===== config.mk =====
export PLATFORM = sky130hd
export DESIGN_NAME = pc_sequencer
export DESIGN_NICKNAME = d
export VERILOG_FILES = /design/src/rtl/pc_sequencer.sv
export SDC_FILE = /design/constraint.sdc
export NUM_CORES = 1
export LEC_CHECK = 0
export ABC_AREA = 1
export BUFFER_PORTS_ARGS = -buffer_cell sky130_fd_sc_hd__buf_4
export CORE_MARGIN = 10
export CORE_UTILIZATION = 24
export DETAILED_ROUTE_END_ITERATION = 16
export HOLD_SLACK_MARGIN = 0.03
export PLACE_DENSITY_LB_ADDON = 0.2
export RECOVER_POWER = 25
export SLEW_MARGIN = 20
export SYNTH_ARGS = -nofsm -noshare
export SYNTH_HDL_FRONTEND = slang
export SYNTH_SLANG_ARGS = --single-unit

===== constraint.sdc =====
create_clock -name clk -period 2.3 [get_ports clk]
set_input_delay 0.345 -clock clk [delete_from_list [all_inputs] [get_ports clk]]
set_output_delay 0.345 -clock clk [all_outputs]
set_load 0.1 [all_outputs]

===== src/rtl/pc_sequencer.sv =====
// rtl/pc_sequencer.sv - fetch/execute program counter sequencer with return-address stack
// Computes the next PC per instruction from the decoded control op and holds call return addresses.
module pc_sequencer #(
  parameter int WIDTH = 8,
  parameter int STACK_DEPTH = 4,
  parameter logic [WIDTH-1:0] RESET_VEC = '0
) (
  input  logic             clk,
  input  logic             reset,
  input  logic             stall,
  input  logic             op_valid,
  input  logic [2:0]       op,
  input  logic             cond,
  input  logic [WIDTH-1:0] target,
  output logic [WIDTH-1:0] pc,
  output logic [WIDTH-1:0] pc_next,
  output logic             mem_rd,
  output logic             halted,
  output logic             stack_err
);
  localparam int AW = $clog2(STACK_DEPTH);
  localparam int SPW = AW + 1;

  localparam logic [2:0] OP_JUMP   = 3'd1;
  localparam logic [2:0] OP_BRANCH = 3'd2;
  localparam logic [2:0] OP_CALL   = 3'd3;
  localparam logic [2:0] OP_RET    = 3'd4;
  localparam logic [2:0] OP_HALT   = 3'd5;

  typedef enum logic [1:0] {FETCH = 2'd0, EXEC = 2'd1, HALT = 2'd2} state_t;

  state_t             state, state_nxt;
  logic [SPW-1:0]     sp;
  logic [WIDTH-1:0]   stack [STACK_DEPTH];
  logic [WIDTH-1:0]   pc_inc;
  logic [WIDTH-1:0]   stack_top;
  logic               update, full, empty;
  logic               push, pop, err_set;

  assign pc_inc    = pc + WIDTH'(1);
  assign full      = (sp == SPW'(STACK_DEPTH));
  assign empty     = (sp == '0);
  assign stack_top = stack[AW'(sp - SPW'(1))];
  assign update    = (state == EXEC) && op_valid && !stall;

  always_ff @(posedge clk or posedge reset) begin
    if (reset) begin
      state     <= FETCH;
      pc        <= RESET_VEC;
      sp        <= '0;
      stack_err <= 1'b0;
    end else begin
      state <= state_nxt;
      pc    <= pc_next;
      if (push) sp <= sp + SPW'(1);
      else if (pop) sp <= sp - SPW'(1);
      if (err_set) stack_err <= 1'b1;
    end
  end

  // Stack contents need no reset: only entries below sp are ever read.
  always_ff @(posedge clk) begin
    if (push) stack[sp[AW-1:0]] <= pc_inc;
  end

  always_comb begin
    state_nxt = state;
    case (state)
      FETCH: if (!stall) state_nxt = EXEC;
      EXEC: begin
        if (update) begin
          if ((op == OP_HALT) || (op == OP_CALL && full) || (op == OP_RET && empty))
            state_nxt = HALT;
          else
            state_nxt = FETCH;
        end
      end
      default: state_nxt = HALT;
    endcase
  end

  always_comb begin
    pc_next = pc;
    push    = 1'b0;
    pop     = 1'b0;
    err_set = 1'b0;
    mem_rd  = (state == FETCH) && !stall;
    halted  = (state == HALT);
    if (update) begin
      case (op)
        OP_JUMP:   pc_next = target;
        OP_BRANCH: pc_next = cond ? target : pc_inc;
        OP_CALL: begin
          if (full) err_set = 1'b1;
          else begin
            push    = 1'b1;
            pc_next = target;
          end
        end
        OP_RET: begin
          if (empty) err_set = 1'b1;
          else begin
            pop     = 1'b1;
            pc_next = stack_top;
          end
        end
        OP_HALT:   pc_next = pc;
        default:   pc_next = pc_inc;
      endcase
    end
  end
endmodule


==> impl_metrics.ini <==
[run_status]
status = finished, final reports clean

[clocking]
clock_latency_ns = 0.30
hold_buffers = 0
htreeDepth = 2
cts_inserted_buffers = 5
cts_root_buf = clkbuf_8
cts.sinks = 46
cts_tree = done
path_clk_slew_ns = 0.09
clockBufferDepth = 2

[layout]
layout-drive-gt1-share_pct = 32.3
n_antenna_cell = 0
post-route-util_pct = 32.4
area_delta_synth_final_pct = 32.4
num-nets-final = 374
layout_common_cells = nand2_1, buf_4, inv_1
final_common_cell = nand2_1

[floorplan]
die_x_um = 122
die_h_um = 122
io_pins = 35
num_rows = 37
core_mm2 = 0.0103
start_util_pct = 24.5
dieArea_mm2 = 0.0150

[power_and_ir_drop]
power.leakage_nw = 1.46
ir_drop_v = 0.000177
power.density_mw_per_mm2 = 437

[sta]
finalCritPeriodShare_pct = 98.7
hold_viol_final = 0
fin_crit_ns = 2.27
slew_headroom_pct = 59.5
clock_skew_ns = 0.00774
report.final.slew_viol_count = 0
setup_ws_ns = 0.0298
rsz0062_at_grt = true
finalSetupViolations = 0
tightest_slew_ns = 0.607
max_freq_mhz = 440

[setup_path]
end_kind = output port
arrival_ns = 1.93
crit_path_max_fanout = 4
critical_path_required_ns = 1.96
worst_setup_path_start_kind = register
crit_type = reg2out

[drt]
ant_nets = 0
drt_iter0_drc = 79
wl_um = 6320
vias_per_cell = 4.11
vias = 2009
drtPass1Iterations = 4
route.detailed.drc = 0
wire_per_inst_um = 12.9

[synthesis]
syn-cell-area_mm2 = 0.00251
synth-seq-cells = 46
synth_cells = 299
seq_area_frac_synth_pct = 52.1
syn_avg_cell_area_um2 = 8.41
ys_warn_count = 0
synth_cell_types = 27
syn_nets = 321

[grt]
grt_pass1_wl_um = 10600
antenna_found_initial = 0
grt_overflow = 0
grt_pass1_vias = 2033
track_usage_pct = 8.88
grt_max_degree = 20

[worst_hold_path]
hold_path_class = in2async

[placed_design]
place_worst_setup_slack_ns = 0.103
dp_hpwl_um = 4590
portBuffers = 34
place.gp.congestion = 0.762

[job]
maxCapViolations = 0
stage by stage:
step | hold WS, ns | cell area (um^2) | TNS [ns] | cells | total power [mW]
after floorplan | 0.234 | 2600 | -0.0550 | 299 | 0.927
after global placement | 0.446 | 3040 | 0 | 472 | 0.963
after detailed placement | 0.456 | 3040 | 0 | 472 | 0.963
after CTS | 0.126 | 3260 | 0 | 482 | 1.49
after global routing | 0.145 | 3330 | -0.607 | 489 | 1.53
final | 0.109 | 3330 | 0 | 489 | 1.46
flip-flops by register name (all words and copies together), names as in the netlist:
signal     count
pc             8
sp             3
stack         32
stack_err      1
state          2
per-layer routing:
layer  global-route usage, %  vias to the layer above  part of all wire [%]
met2                    14.9                       44                    47
met4                    2.95                        0                   1.1
met1                    10.7                      918                    47
li1                        -                     1042                     -
met5                       0                        -                     0
met3                    2.48                        5                   4.8
repair_timing:
item | in CTS | in global routing
pin swaps | 1 | 3
endpoints found under the setup margin | 8 | 8
setup buffers | 1 | 7
gates cloned | 1 | 0
gates resized for setup | 33 | 7
cell type report:
class / count / area, um^2
Fill cell: 1091 / 6950
Clock inverter: 2 / 12.5
Tap cell: 136 / 170
Sequential cell: 46 / 1320
Timing Repair Buffer: 51 / 477
Inverter: 44 / 169
Timing Repair inverter: 1 / 7.51
Clock buffer: 6 / 82.6
Multi-Input combinational cell: 203 / 1090
cells in the mapped netlist:
cell      number  area (um^2)
a21o_1         1         7.51
a31o_2         1         8.76
and2_1         1         6.26
buf_2          1         5.00
buf_4          4         30.0
clkbuf_4       1         7.51
dfrtp_1       14          350
edfxtp_1      32          961
ha_1           6         75.1
inv_1         37          139
inv_2          7         26.3
nand2_1      102          383
nand2_2        8         50.1
nand2_4        2         22.5
nand3_1       28          140
nand3_2        1         10.0
nand3b_1       1         7.51
nand4_1        3         18.8
nor2_1        31          116
nor2_4         3         33.8
nor2_8         1         20.0
nor3_1         1         5.00
o21ai_0        6         30.0
o21ai_1        2         10.0
o21ai_2        1         8.76
xor2_1         3         26.3
xor2_2         1         16.3
power breakdown:
group          switching (mW)  internal, mW
clock network           0.270         0.242
registers                   0         0.876
logic                  0.0402        0.0275
total                   0.310          1.15
cells by family (layout without fill, tap and decap cells):
group / Yosys count / in the layout / synth area share (%)
and+or+nand+nor: 182 / 182 / 32.3
buffers and inverters: 50 / 104 / 8.26
DFF: 46 / 46 / 52.1
AOI/OAI and AO/OA: 11 / 11 / 2.59
adders and majority gates: 6 / 6 / 2.98
xor gates and xnor gates: 4 / 4 / 1.69
critical path, stage by stage (launching register included):
cell	delay [ns]
dfrtp_1	0.37
inv_2	0.06
ha_4	0.31
clkinvlp_4	0.11
buf_4	0.14
nand2_1	0.05
nand3_1	0.06
nand3_1	0.12
nand3_1	0.09
nand2_1	0.08
nand2_2	0.07
buf_12	0.17
final timing paths:
kind / startpoint / endpoint / slack, ns / depth (start not counted)
max: sp[1] / pc_next[0] / 0.03 / 11
min: reset / pc[7] / 0.11 / 2
max reg2reg: sp[1] / pc[0] / 0.72 / 10
min reg2reg: stack_err / stack_err / 0.47 / 1
max in group asynchronous: reset / pc[1] / 1.75 / 2
min in group clk: target[3] / pc[3] / 0.41 / 5
(Power assumes the default switching activity.)
